**src/rtl/seqmult_pkg.sv**
```systemverilog
`default_nettype none
// +------------------------------------------------------------------+
// | seqmult_pkg : FSM encoding and width helpers for seqmult_unit    |
// | Revision    : 1.0                                                |
// +------------------------------------------------------------------+
package seqmult_pkg;

    typedef enum logic [1:0] {
        IDLE = 2'd0,
        CALC = 2'd1,
        FIX  = 2'd2,
        DONE = 2'd3
    } state_t;

    // Bits needed to hold any value in 0..value-1.
    function automatic int clog2(input int value);
        int width;
        width = 0;
        while ((1 << width) < value) begin
            width++;
        end
        return width;
    endfunction

endpackage
`default_nettype wire

```
**src/rtl/seqmult_if.sv**
```systemverilog
`default_nettype none
// +------------------------------------------------------------------+
// | seqmult_if : request/result bundle of the sequential multiplier  |
// | Revision   : 1.0                                                 |
// +------------------------------------------------------------------+
interface seqmult_if #(
    parameter int DATAWIDTH = 8
);
    logic                     sStart;
    logic                     sSigned;
    logic [DATAWIDTH-1:0]     sDataInA;
    logic [DATAWIDTH-1:0]     sDataInB;
    logic                     sReady;
    logic                     sDone;
    logic [2*DATAWIDTH-1:0]   sProduct;
    logic [DATAWIDTH-1:0]     sDataOut;
    logic                     sOverflow;
    logic                     sZero;
    logic                     sNegative;

    modport master (
        output sStart, sSigned, sDataInA, sDataInB,
        input  sReady, sDone, sProduct, sDataOut, sOverflow, sZero, sNegative
    );

    modport slave (
        input  sStart, sSigned, sDataInA, sDataInB,
        output sReady, sDone, sProduct, sDataOut, sOverflow, sZero, sNegative
    );
endinterface
`default_nettype wire

```
**src/rtl/seqmult_unit_core.sv**
```systemverilog
`default_nettype none
// +------------------------------------------------------------------+
// | shiftadd_core : unsigned shift-and-add datapath, one bit / cycle |
// | Revision      : 1.0                                              |
// +------------------------------------------------------------------+
module shiftadd_core #(
    parameter int DATAWIDTH = 8
) (
    input  wire logic                   clk,
    input  wire logic                   lowRst,
    input  wire logic                   load,
    input  wire logic                   step,
    input  wire logic [DATAWIDTH-1:0]   mcand_mag,
    input  wire logic [DATAWIDTH-1:0]   mplier_mag,
    output logic      [2*DATAWIDTH-1:0] product
);
    logic [DATAWIDTH-1:0] r_mcand;
    logic [DATAWIDTH-1:0] r_acc;
    logic [DATAWIDTH-1:0] r_mpl;
    logic [DATAWIDTH:0]   w_sum;

    always_comb begin
        w_sum = {1'b0, r_acc} + (r_mpl[0] ? {1'b0, r_mcand} : '0);
    end

    // The carry-out becomes the new accumulator MSB as {carry, acc, mpl} shifts right.
    always_ff @(posedge clk) begin
        if (!lowRst) begin
            r_mcand <= '0;
            r_acc   <= '0;
            r_mpl   <= '0;
        end else if (load) begin
            r_mcand <= mcand_mag;
            r_acc   <= '0;
            r_mpl   <= mplier_mag;
        end else if (step) begin
            r_acc   <= w_sum[DATAWIDTH:1];
            r_mpl   <= {w_sum[0], r_mpl[DATAWIDTH-1:1]};
        end
    end

    assign product = {r_acc, r_mpl};

endmodule
`default_nettype wire

```
**src/rtl/seqmult_unit.sv**
```systemverilog
`default_nettype none
// +------------------------------------------------------------------+
// | seqmult_unit : signed/unsigned sequential multiplier with flags  |
// | Revision     : 1.0                                               |
// +------------------------------------------------------------------+
module seqmult_unit
    import seqmult_pkg::*;
#(
    parameter int DATAWIDTH = 8
) (
    input  wire logic  clk,
    input  wire logic  lowRst,
    seqmult_if.slave   bus
);
    localparam int CNT_W = clog2(DATAWIDTH + 1);
    localparam int PW    = 2 * DATAWIDTH;
    localparam logic [DATAWIDTH-1:0] ONE_D   = DATAWIDTH'(1);
    localparam logic [PW-1:0]        ONE_P   = PW'(1);
    localparam logic [CNT_W-1:0]     ONE_C   = CNT_W'(1);
    localparam logic [CNT_W-1:0]     CNT_TOP = CNT_W'(DATAWIDTH);

    state_t             r_state;
    logic [CNT_W-1:0]   r_cnt;
    logic               r_sign;
    logic               r_signed;

    logic               w_accept;
    logic               w_step;
    logic [DATAWIDTH-1:0] w_mag_a;
    logic [DATAWIDTH-1:0] w_mag_b;
    logic [PW-1:0]      w_mag_prod;
    logic [PW-1:0]      w_result;
    logic               w_ovf;

    assign w_accept = (r_state == IDLE) && bus.sStart;
    assign w_step   = (r_state == CALC) && (r_cnt != '0);

    // -2^(N-1) maps to 2^(N-1), which still fits the unsigned N-bit datapath.
    always_comb begin
        w_mag_a = (bus.sSigned && bus.sDataInA[DATAWIDTH-1]) ? (~bus.sDataInA + ONE_D) : bus.sDataInA;
        w_mag_b = (bus.sSigned && bus.sDataInB[DATAWIDTH-1]) ? (~bus.sDataInB + ONE_D) : bus.sDataInB;
    end

    shiftadd_core #(
        .DATAWIDTH (DATAWIDTH)
    ) u_core (
        .clk        (clk),
        .lowRst     (lowRst),
        .load       (w_accept),
        .step       (w_step),
        .mcand_mag  (w_mag_a),
        .mplier_mag (w_mag_b),
        .product    (w_mag_prod)
    );

    always_comb begin
        w_result = r_sign ? (~w_mag_prod + ONE_P) : w_mag_prod;
        if (r_signed) begin
            w_ovf = !((&w_result[PW-1:DATAWIDTH-1]) || (~|w_result[PW-1:DATAWIDTH-1]));
        end else begin
            w_ovf = |w_result[PW-1:DATAWIDTH];
        end
    end

    always_ff @(posedge clk) begin
        if (!lowRst) begin
            r_state       <= IDLE;
            r_cnt         <= '0;
            r_sign        <= 1'b0;
            r_signed      <= 1'b0;
            bus.sReady    <= 1'b1;
            bus.sDone     <= 1'b0;
            bus.sProduct  <= '0;
            bus.sDataOut  <= '0;
            bus.sOverflow <= 1'b0;
            bus.sZero     <= 1'b0;
            bus.sNegative <= 1'b0;
        end else begin
            case (r_state)
                IDLE: begin
                    if (bus.sStart) begin
                        r_signed   <= bus.sSigned;
                        r_sign     <= bus.sSigned & (bus.sDataInA[DATAWIDTH-1] ^ bus.sDataInB[DATAWIDTH-1]);
                        r_cnt      <= CNT_TOP;
                        bus.sReady <= 1'b0;
                        r_state    <= CALC;
                    end
                end
                CALC: begin
                    if (r_cnt == '0) begin
                        r_state <= FIX;
                    end else begin
                        r_cnt <= r_cnt - ONE_C;
                    end
                end
                FIX: begin
                    bus.sProduct  <= w_result;
                    bus.sDataOut  <= w_result[DATAWIDTH-1:0];
                    bus.sOverflow <= w_ovf;
                    bus.sZero     <= (w_result == '0);
                    bus.sNegative <= r_signed & w_result[PW-1];
                    bus.sDone     <= 1'b1;
                    r_state       <= DONE;
                end
                DONE: begin
                    bus.sDone  <= 1'b0;
                    bus.sReady <= 1'b1;
                    r_state    <= IDLE;
                end
                default: begin
                    r_state <= IDLE;
                end
            endcase
        end
    end

endmodule
`default_nettype wire

```
**src/flat_wrapper.sv**
```systemverilog
// flat-port wrapper written by rule: the top's interface ports become plain ports
module seqmult_unit_flat import seqmult_pkg::*;
#(
    parameter int DATAWIDTH = 8
)
  (clk, lowRst, bus_sStart, bus_sSigned, bus_sDataInA, bus_sDataInB, bus_sReady, bus_sDone, bus_sProduct, bus_sDataOut, bus_sOverflow, bus_sZero, bus_sNegative);
  seqmult_if #(.DATAWIDTH(DATAWIDTH)) bus_i ();
  input  wire logic clk;
  input  wire logic lowRst;
  input wire logic [$bits(bus_i.sStart)-1:0] bus_sStart;
  input wire logic [$bits(bus_i.sSigned)-1:0] bus_sSigned;
  input wire logic [$bits(bus_i.sDataInA)-1:0] bus_sDataInA;
  input wire logic [$bits(bus_i.sDataInB)-1:0] bus_sDataInB;
  output wire logic [$bits(bus_i.sReady)-1:0] bus_sReady;
  output wire logic [$bits(bus_i.sDone)-1:0] bus_sDone;
  output wire logic [$bits(bus_i.sProduct)-1:0] bus_sProduct;
  output wire logic [$bits(bus_i.sDataOut)-1:0] bus_sDataOut;
  output wire logic [$bits(bus_i.sOverflow)-1:0] bus_sOverflow;
  output wire logic [$bits(bus_i.sZero)-1:0] bus_sZero;
  output wire logic [$bits(bus_i.sNegative)-1:0] bus_sNegative;
  assign bus_i.sStart = bus_sStart;
  assign bus_i.sSigned = bus_sSigned;
  assign bus_i.sDataInA = bus_sDataInA;
  assign bus_i.sDataInB = bus_sDataInB;
  assign bus_sReady = bus_i.sReady;
  assign bus_sDone = bus_i.sDone;
  assign bus_sProduct = bus_i.sProduct;
  assign bus_sDataOut = bus_i.sDataOut;
  assign bus_sOverflow = bus_i.sOverflow;
  assign bus_sZero = bus_i.sZero;
  assign bus_sNegative = bus_i.sNegative;
  seqmult_unit #(.DATAWIDTH(DATAWIDTH)) u_core (.clk(clk), .lowRst(lowRst), .bus(bus_i));
endmodule
```
**config.mk**
```make
export PLATFORM = sky130hd
export DESIGN_NAME = seqmult_unit_flat
export DESIGN_NICKNAME = d
export VERILOG_FILES = /design/src/rtl/seqmult_pkg.sv /design/src/rtl/seqmult_if.sv /design/src/rtl/seqmult_unit_core.sv /design/src/rtl/seqmult_unit.sv /design/src/flat_wrapper.sv
export SDC_FILE = /design/constraint.sdc
export NUM_CORES = 1
export LEC_CHECK = 0
export ABC_CLOCK_PERIOD_IN_PS = 3700
export BUFFER_PORTS_ARGS = -buffer_cell sky130_fd_sc_hd__buf_4
export CORE_MARGIN = 2
export CORE_UTILIZATION = 30
export DETAILED_ROUTE_END_ITERATION = 10
export PLACE_DENSITY = 0.47
export REMOVE_ABC_BUFFERS = 1
export SLEW_MARGIN = 20
export SYNTH_ARGS = -nofsm -noshare
export SYNTH_HDL_FRONTEND = slang
export SYNTH_SLANG_ARGS = --single-unit
```
**constraint.sdc**
```tcl
create_clock -name clk -period 3.7 [get_ports clk]
set_clock_uncertainty 0.2 [all_clocks]
set_input_delay 0.74 -clock clk [delete_from_list [all_inputs] [get_ports clk]]
set_output_delay 0.74 -clock clk [all_outputs]
set_load 0.01 [all_outputs]
```
==> results of run 1 <==
power by group through the flow:
stage | registers [mW] | logic, mW | clock network [mW]
2_1_floorplan | 0.903 | 0.708 | 0
3_3_place_gp | 0.891 | 1.10 | 0
3_5_place_dp | 0.896 | 1.11 | 0
4_1_cts | 0.882 | 1.11 | 0.403
5_1_grt | 0.907 | 1.25 | 0.419
6_report | 0.879 | 1.10 | 0.386
final cells by class:
type                            count  share of cell area
Timing Repair Buffer               49              0.0972
Clock buffer                        5              0.0182
Inverter                           13              0.0129
Clock inverter                      2             0.00926
Sequential cell                    53               0.280
Multi-Input combinational cell    299               0.536
Tap cell                          140              0.0463
kinds of logic (layout without fill, tap and decap cells):
| group | Yosys count | after routing | synth area share |
|---|---|---|---|
| buffers and inverters | 47 | 69 | 0.0687 |
| and+or+nand+nor | 158 | 158 | 0.236 |
| xor gates and xnor gates | 28 | 28 | 0.0740 |
| AOI/OAI and AO/OA | 91 | 91 | 0.218 |
| muxes | 3 | 3 | 0.00906 |
| adders and majority gates | 19 | 19 | 0.0740 |
| DFF | 53 | 53 | 0.320 |
per-stage QoR:
stage          area [µm²]  hold slack [ps]
2_1_floorplan        3140              239
3_3_place_gp         3680              261
3_5_place_dp         3680              265
4_1_cts              3780              280
5_1_grt              3780              309
6_report             3780              281
cell usage in the layout, fill, tap and decap left out, types with 5 or more instances in the layout:
master and n:
nand2_1 66, xor2_1 12, a21boi_0 10, clkbuf_8 5
o21ai_0 9, nor4_1 5, ha_1 18, xnor2_1 16
buf_4 49, and3_1 7, o31ai_1 5, nor2_1 11
dfxtp_1 53, inv_1 13, nor2b_1 7, o211a_1 20
and2_1 11, or3_1 7, nor3_1 8, nand3_1 20
a21oi_1 20
worst reg2reg max path: stages (launching register included):
cell and delay [ps]:
dfxtp_1 410, inv_1 150, ha_1 190, or4b_1 590
o31ai_1 320, xor2_1 260, nand3_1 150, a211oi_2 170
nand3_1 100, a41o_1 250
state kept, by name, summed over array words and instances (netlist names):
register / cells
u_core.r_state: 2
u_core.bus.sProduct: 9
u_core.bus.sReady: 1
u_core.bus.sOverflow: 1
u_core.bus.sNegative: 1
u_core.u_core.r_acc: 8
u_core.u_core.r_mpl: 8
u_core.bus.sDone: 1
u_core.bus.sZero: 1
u_core.r_signed: 1
u_core.r_sign: 1
u_core.bus.sDataOut: 7
u_core.r_cnt: 4
u_core.u_core.r_mcand: 8
Yosys cell counts, drive strengths merged, types with 4 or more instances:
library cell  number  share of area
clkbuf            18          0.020
o211ai             4         0.0091
buf               16          0.034
xor2              12          0.032
inv               13          0.015
nor4               5         0.0094
nor3               8          0.012
o211a             20          0.060
a21boi            10          0.023
nand2             66          0.075
o31ai              6          0.018
and2              11          0.021
or3                7          0.013
ha                18          0.068
nor2b              7          0.013
dfxtp             53           0.32
a21oi             20          0.030
xnor2             16          0.042
nor2              11          0.012
and3               7          0.013
nand3             20          0.030
o21ai              9          0.014
o41ai              4          0.021
nand2b             4         0.0075
routing by layer:
layer	GRT usage	up-vias	part of all wire
li1	-	1434	-
met1	0.174	1297	0.51
met2	0.208	43	0.45
met3	0.0215	5	0.028
met4	0.0339	0	0.011
met5	0	-	0
how the worst max path moves through the flow:
stage	startpoint	end	slack, ps	cells after the start
after floorplan	u_core.u_core.r_mpl[0]	u_core.bus.sOverflow	1100	9
after global placement	u_core.u_core.r_mpl[0]	u_core.bus.sOverflow	900	9
after detailed placement	u_core.u_core.r_mpl[0]	u_core.bus.sOverflow	810	9
after CTS	u_core.u_core.r_mpl[0]	u_core.bus.sOverflow	800	9
after global routing	u_core.u_core.r_mpl[0]	u_core.bus.sOverflow	570	9
final	u_core.u_core.r_mpl[0]	u_core.bus.sOverflow	820	9
==> results by group, run 1 <==
Status
  – Status: finished clean

Timing
  – Final Max Slew Viols: 0
  – Fmax: 0.347 GHz
  – Slew headroom: 0.454
  – RSZ-0062 raised after global routing: false
  – Final setup fails: 0
  – Hold Vio Cnt, Final: 0
  – Slew @ Worst Pin: between 800 and 900 ps
  – Setup TNS: 0 ps
  – Tcrit/Tclk final: 0.779
  – Fin worst setup slack: 816 ps
  – Final Critical Period: 2880 ps

Pwr
  – Sequential Power Share: 0.372
  – Power Dens Cells: 625 nW/µm²
  – Leakage: 1.69 nW
  – Internal power: between 1 and 1.5 mW
  – Net Switching: 954 µW
  – Gate power share: 0.464
  – VDD IR max: 0.214 mV
  – Tot Pwr: between 2 and 2.5 mW
  – Net Sw Frac: 0.404
  – Share of total power in the clock network: 0.164

Setup path
  – Worst path max stage delay: 590 ps
  – Cell mode on critical path: nand3_1
  – Startpoint types: flip-flop
  – Worst R2R Start: u_core.u_core.r_mpl[0]
  – CP Max Fanout: 12
  – CP top delay family: simple AND/OR/NAND/NOR gates
  – R2r setup slk: around 820 ps
  – Crit path cell chain: inv_1 > ha_1 > or4b_1 > o31ai_1 > xor2_1 > nand3_1 > a211oi_2 > nand3_1 > a41o_1
  – Crit path buf inv count: 1
  – Slowest CP cell: or4b_1
  – R2R depth: 9
  – Reg-to-reg critical path endpoint: u_core.bus.sOverflow
  – CP Data Arrival Time: between 2000 and 3000 ps
  – Critical Path RT: 3710 ps
  – Crit path capture type: flip-flop
  – Crit Path Category: reg -> reg

Worst hold path
  – Hold WC Path Type: reg -> reg
  – Worst Hold Depth: 2
  – Hold path startpoint: u_core.u_core.r_mcand[7]
  – Hold endpoint: u_core.u_core.r_mcand[7]

GRT
  – Number of global-route vias before repair: 2,544
  – GRT Overall Usage: 0.128
  – Global-route wire length before repair: 12,400 µm
  – Initial antenna violation count: 0
  – Largest net degree at the start of global routing: 50
  – GRT overflow: 0

Logic synthesis
  – Synth Register Bits: 53
  – Yosys cell types: 51
  – Syn_area_per_cell: around 8.3 µm²
  – Ys Warns: 0
  – Synthesized area: 3320 µm²
  – Main flop type after synthesis: dfxtp_1
  – Mapped Cells: between 300 and 400
  – EDFF count, synth: 0
  – Sequential fraction of the synthesis area: 0.320
  – Asr flop ratio synth: 0

Final layout
  – Register Area: roughly 1100 µm²
  – Area of the multi-input gates: approximately 2000 µm²
  – Synthesis-to-finish area growth: 14.1%
  – Fin util: 0.351
  – Fill cells: 1,130
  – Ant diodes: 0
  – Final instance count without filler cells: 561
  – Layout Nets: 460
  – Layout cells sized above 1: 0.152

Route
  – Violation count after the first detailed-routing iteration: 131
  – Via density: just under 5
  – Remaining DRCs: 0
  – Vias: 2,779
  – Drt pass-1 iters: 4
  – Drt total wl: 7370 µm
  – Antenna viol nets, final: 0
  – WL per Instance: ~13 µm

Place
  – Placer Congestion: 0.765
  – DP Wirelength: 5510 µm
  – Post-place setup slack: 815 ps
  – Input/output buffers: 48
  – Placed Instances: 554

Die
  – Rows: 38
  – IO Count: approximately 50
  – Initial Utilization: 0.307
  – Die Span Y: about 110 µm
  – Die width: 109 µm
  – Die area: 11,900 µm²
  – Core area: ~11,000 µm²

Run
  – Max-Cap Viols: 0

Clock tree
  – CTS clk-pin slew, worst paths: 100 ps
  – Worst-case clock buffer depth: 2
  – Post-CTS Hold Buffers: 0
  – Clock Tree Root: clkbuf_8
  – TritonCTS clock tree: done
  – CTS Buf Count: 5
  – Resized cells post-CTS: 0
  – Clk Latency, worst-skew pair: 300 ps
  – Post CTS Setup Buffer Count: 0
  – Clk sinks: 53
  – H-tree levels: 2
No activity file was read; power rests on OpenSTA's default activity.
==> inputs of run 2 (changes only) <==
--- a/config.mk
+++ b/config.mk
@@ -5,7 +5,7 @@
 export SDC_FILE = /design/constraint.sdc
 export NUM_CORES = 1
 export LEC_CHECK = 0
-export ABC_CLOCK_PERIOD_IN_PS = 3700
+export ABC_CLOCK_PERIOD_IN_PS = 2900
 export BUFFER_PORTS_ARGS = -buffer_cell sky130_fd_sc_hd__buf_4
 export CORE_MARGIN = 2
 export CORE_UTILIZATION = 30
==> constraint.sdc (replaced) <==
create_clock -name clk -period 2.9 [get_ports clk]
set_clock_uncertainty 0.2 [all_clocks]
set_input_delay 0.58 -clock clk [delete_from_list [all_inputs] [get_ports clk]]
set_output_delay 0.58 -clock clk [all_outputs]
set_load 0.01 [all_outputs]
==> results by group, run 2 (synthesized netlist as in run 1, its figures left out) <==
Timing
  – Final Max Slew Viols: 0
  – WHS: 271 ps
  – Final setup fails: 0
  – Final Critical Period: 2730 ps
  – Setup TNS: 0 ps
  – Tcrit/Tclk final: 0.940
  – Fmax: 0.367 GHz
  – Slew headroom: 0.449
  – Fin worst setup slack: 173 ps
  – Hold Vio Cnt, Final: 0
  – Slew @ Worst Pin: about 820 ps

GRT
  – GRT overflow: 0
  – Number of global-route vias before repair: 2,640
  – Largest net degree at the start of global routing: 50
  – Initial antenna violation count: 0
  – Global-route wire length before repair: 12,600 µm
  – GRT Overall Usage: 0.131

Setup path
  – Crit path buf inv count: 1
  – Crit Path Category: reg -> reg
  – Crit path cell chain: inv_1 > ha_1 > or4b_4 > o41ai_4 > xor2_1 > nand3_1 > a211oi_2 > nand3_1 > a41o_1
  – Worst path max stage delay: 540 ps
  – Slowest CP cell: or4b_4
  – CP Data Arrival Time: 2740 ps
  – Crit path depth: 9
  – Worst R2R Start: u_core.u_core.r_mpl[0]
  – Crit path capture type: flip-flop
  – CP Max Fanout: 7
  – Cell mode on critical path: nand3_1
  – Startpoint types: flip-flop
  – CP top delay family: simple AND/OR/NAND/NOR gates
  – Crit path from: u_core.u_core.r_mpl[0]
  – R2r setup slk: between 150 and 200 ps
  – Critical Path RT: 2910 ps
  – R2R depth: 9

Place
  – DP Wirelength: 5660 µm
  – Input/output buffers: 48
  – Post-place setup slack: 68.5 ps
  – Placer Congestion: 0.758

Final layout
  – Area of the multi-input gates: 2050 µm²
  – Commonest non-fill, non-tap cell in the layout: nand2_1
  – Ant diodes: 0
  – Register Area: roughly 1100 µm²
  – Layout Nets: approximately 480
  – Most frequent cells in the layout: 66 x nand2_1, 64 x buf_4, 53 x dfxtp_1
  – Max reg flops: 9
  – Biggest register: u_core.bus.sProduct
  – Layout cells sized above 1: 0.190
  – Fill cells: 1,141
  – Fin util: 0.363
  – Synthesis-to-finish area growth: 18.0%

Die
  – Initial Utilization: 0.307
  – IO Count: 49
  – Die area: roughly 12,000 µm²
  – Die width: ~110 µm
  – Core area: about 11,000 µm²
  – Die Span Y: 109 µm
  – Rows: 38

Route
  – Remaining DRCs: 0
  – WL per Instance: about 13 µm
  – Drt total wl: 7520 µm
  – Drt pass-1 iters: 4
  – Via density: 4.84
  – Violation count after the first detailed-routing iteration: 189
  – Vias: 2,794
  – Antenna viol nets, final: 0

Clock tree
  – CTS clk-pin slew, worst paths: 100 ps
  – Clk sinks: 53
  – H-tree levels: 2
  – Clk Latency, worst-skew pair: 310 ps
  – TritonCTS clock tree: done
  – CTS Buf Count: 5
  – Worst-case clock buffer depth: 2
  – Clock Tree Root: clkbuf_8

Worst hold path
  – Hold WC Path Type: reg -> reg
  – Worst Hold Depth: 2
  – Hold path startpoint: u_core.u_core.r_mcand[7]

Pwr
  – Gate power share: 0.506
  – Net Switching: 1.26 mW
  – Leakage: 1.76 nW
  – Share of total power in the clock network: 0.147
  – Internal power: 1.83 mW
  – Net Sw Frac: 0.408
  – VDD IR max: 0.260 mV
  – Power Dens Cells: 790 nW/µm²
  – Sequential Power Share: 0.348

Run
  – Max-Cap Viols: 0

Status
  – Status: finished clean
-- run 2: layer usage --
metal | vias up | global-route usage | wire [µm]
li1 | 1462 | - | -
met1 | 1280 | 0.185 | 3880
met2 | 47 | 0.208 | 3300
met3 | 5 | 0.0209 | 267
met4 | 0 | 0.0302 | 77
met5 | - | 0 | 0
-- run 2: cell type report --
class,instances,share of cell area
inverters,13,0.0125
clock inverters,2,0.00352
repair buffers,64,0.123
clock buffers,6,0.0211
well taps,140,0.0448
flip-flops and latches,53,0.271
multi-input cells,299,0.524
-- run 2: final timing paths --
path                                            endpoint
worst max register to register      u_core.bus.sOverflow
worst max-delay path                u_core.bus.sOverflow
worst min register to register  u_core.u_core.r_mcand[7]
worst min-delay path            u_core.u_core.r_mcand[7]
-- run 2: tightest hold or removal path: stages (launching register included) --
cell      delay, ps
dfxtp_1         320
nand2_1          50
a21boi_0         60
-- run 2: metrics by stage --
step                instance area (µm²)  std cells  total power [mW]
CTS                                3870        575              3.09
floorplan                          3140        365              2.06
finish                             3910        577              3.09
global route                       3910        577              3.38
detailed placement                 3780        567              2.63
global placement                   3780        567              2.61
-- run 2: what timing repair did --
item / CTS / global route
resized for setup: 0 / 4
setup endpoints to repair: 0 / 2
buffers inserted: 0 / 2
hold buffers: 0 / 0
-- run 2: power by group through the flow --
stage	combinational (mW)	clock, mW	sequential [mW]
3_3_place_gp	1.53	0	1.08
6_report	1.56	0.453	1.08
5_1_grt	1.78	0.496	1.11
4_1_cts	1.55	0.468	1.07
3_5_place_dp	1.54	0	1.09
2_1_floorplan	0.904	0	1.15
==> inputs of run 3 (changes only) <==
--- a/config.mk
+++ b/config.mk
@@ -5,13 +5,12 @@
 export SDC_FILE = /design/constraint.sdc
 export NUM_CORES = 1
 export LEC_CHECK = 0
-export ABC_CLOCK_PERIOD_IN_PS = 2900
+export ABC_CLOCK_PERIOD_IN_PS = 2700
 export BUFFER_PORTS_ARGS = -buffer_cell sky130_fd_sc_hd__buf_4
 export CORE_MARGIN = 2
 export CORE_UTILIZATION = 30
 export DETAILED_ROUTE_END_ITERATION = 10
 export PLACE_DENSITY = 0.47
-export REMOVE_ABC_BUFFERS = 1
 export SLEW_MARGIN = 20
 export SYNTH_ARGS = -nofsm -noshare
 export SYNTH_HDL_FRONTEND = slang
==> constraint.sdc (replaced) <==
create_clock -name clk -period 2.7 [get_ports clk]
set_clock_uncertainty 0.2 [all_clocks]
set_input_delay 0.54 -clock clk [delete_from_list [all_inputs] [get_ports clk]]
set_output_delay 0.54 -clock clk [all_outputs]
set_load 0.01 [all_outputs]
==> results by group, run 3 (synthesized netlist as in run 1, its figures left out) <==
Final layout
  – Fill cells: approximately 1,100
  – Layout cells sized above 1: 0.208
  – Commonest non-fill, non-tap cell in the layout: buf_4
  – Max reg flops: 9
  – Ant diodes: 0
  – Most frequent cells in the layout: 74 x buf_4, 66 x nand2_1, 52 x dfxtp_1
  – Layout Nets: around 490
  – Register Area: between 1000 and 1500 µm²
  – Area of the multi-input gates: 2060 µm²
  – Fin util: 0.369
  – Synthesis-to-finish area growth: 20.2%
  – Biggest register: u_core.bus.sProduct

Place
  – Input/output buffers: between 40 and 50
  – DP Wirelength: 5810 µm
  – Placer Congestion: approximately 0.77

Setup path
  – CP Max Fanout: 7
  – R2R depth: 9
  – Crit path to: u_core.bus.sOverflow
  – Reg-to-reg critical path endpoint: u_core.bus.sOverflow
  – Critical Path RT: 2710 ps
  – Crit path from: u_core.u_core.r_mpl[0]
  – R2r setup slk: roughly 96 ps
  – CP Data Arrival Time: 2620 ps
  – Crit path capture type: flip-flop
  – Startpoint types: flip-flop
  – Worst R2R Start: u_core.u_core.r_mpl[0]
  – Crit Path Category: reg -> reg

Clock tree
  – Post-CTS Hold Buffers: 0
  – Clock Tree Root: clkbuf_8
  – CTS clk-pin slew, worst paths: 100 ps
  – Clk Latency, worst-skew pair: 310 ps
  – TritonCTS clock tree: done
  – Worst-case clock buffer depth: 2
  – CTS Buf Count: 5
  – H-tree levels: 2
  – Clk sinks: 53

Timing
  – Setup TNS: 0 ps
  – Hold Vio Cnt, Final: 0
  – Slew headroom: 0.514
  – RSZ-0062 raised after global routing: true
  – Final Max Slew Viols: 0
  – Tcrit/Tclk final: 0.964
  – Fmax: between 0.3 and 0.4 GHz
  – Final setup fails: 0
  – Final Critical Period: 2600 ps
  – Slew @ Worst Pin: 728 ps

Die
  – Die area: 11,900 µm²
  – Initial Utilization: 0.307
  – Core area: 10,800 µm²
  – Die width: ~110 µm
  – IO Count: between 40 and 50
  – Die Span Y: 109 µm
  – Rows: 38

GRT
  – Global-route wire length before repair: ~13,000 µm
  – Number of global-route vias before repair: 2,638
  – Largest net degree at the start of global routing: 50
  – GRT overflow: 0
  – Initial antenna violation count: 0
  – GRT Overall Usage: 0.132

Route
  – Violation count after the first detailed-routing iteration: 103
  – Remaining DRCs: 0
  – WL per Instance: approximately 13 µm
  – Vias: 2,813
  – Via density: 4.79
  – Drt total wl: just under 8000 µm
  – Drt pass-1 iters: 6
  – Antenna viol nets, final: 0

Pwr
  – Power Dens Cells: roughly 840 nW/µm²
  – Leakage: around 1.8 nW
  – VDD IR max: about 0.3 mV

Status
  – Status: finished clean

Logic synthesis
  – Mapped Nets: 438

Worst hold path
  – Hold WC Path Type: reg -> reg

Run
  – Max-Cap Viols: 0
## run 3: worst min-delay path by stage
stage	startpoint	endpoint	slack [ps]	cells past startpoint
3_3_place_gp	u_core.u_core.r_mcand[0]	u_core.u_core.r_mcand[0]	250	2
3_5_place_dp	u_core.u_core.r_mcand[7]	u_core.u_core.r_mcand[7]	260	2
4_1_cts	u_core.u_core.r_mcand[7]	u_core.u_core.r_mcand[7]	280	2
5_1_grt	bus_sDataInB[0]	u_core.u_core.r_mpl[0]	290	2
2_1_floorplan	u_core.u_core.r_mcand[0]	u_core.u_core.r_mcand[0]	240	2
6_report	u_core.u_core.r_mcand[7]	u_core.u_core.r_mcand[7]	270	2
## run 3: timing repair
action                                 in CTS  in global routing
cloned                                      0                  0
buffers inserted                            0                  1
endpoints found under the hold margin       0                  0
setup endpoints to repair                   1                  2
resized for setup                           1                  5
pin swaps                                   0                  3
## run 3: power breakdown
| group | switching, mW | leakage (nW) | internal [mW] |
|---|---|---|---|
| registers | 0.146 | 0.434 | 0.995 |
| clock network | 0.265 | 0.0450 | 0.181 |
| logic | 0.947 | 1.33 | 0.803 |
| total | 1.36 | 1.80 | 1.98 |
## run 3: per-layer routing
| layer | GRT usage | part of all wire | up-vias |
|---|---|---|---|
| li1 | - | - | 1485 |
| met3 | 0.0227 | 0.030 | 5 |
| met1 | 0.169 | 0.50 | 1285 |
| met4 | 0.0302 | 0.0070 | 0 |
| met5 | 0 | 0 | - |
| met2 | 0.229 | 0.46 | 38 |
## run 3: final cells by class
class / count / share of cell area
inverters: 13 / 0.0122
multi-input cells: 299 / 0.517
flip-flops and latches: 53 / 0.267
clock inverters: 2 / 0.00251
clock buffers: 6 / 0.0182
repair buffers: 74 / 0.139
well taps: 140 / 0.0440
## run 3: per-stage QoR
step / hold slack (ps) / total power [mW] / cell area [µm²] / std cells / setup WS [ps]
2_1_floorplan: 239 / 2.35 / 3320 / 399 / 12.3
3_3_place_gp: 254 / 2.87 / 3860 / 578 / 39.8
3_5_place_dp: 263 / 2.88 / 3860 / 578 / -23.7
4_1_cts: 276 / 3.35 / 3950 / 586 / 43.1
5_1_grt: 290 / 3.65 / 3990 / 587 / -45.5
6_report: 271 / 3.34 / 3990 / 587 / 95.9
## run 3: critical path: stages, from the launching register on
cell	delay (ps)
dfxtp_2	340
inv_1	70
ha_1	160
or4b_4	540
o41ai_4	250
xor2_1	260
nand3_1	160
a211oi_2	180
nand3_1	100
a41o_1	250
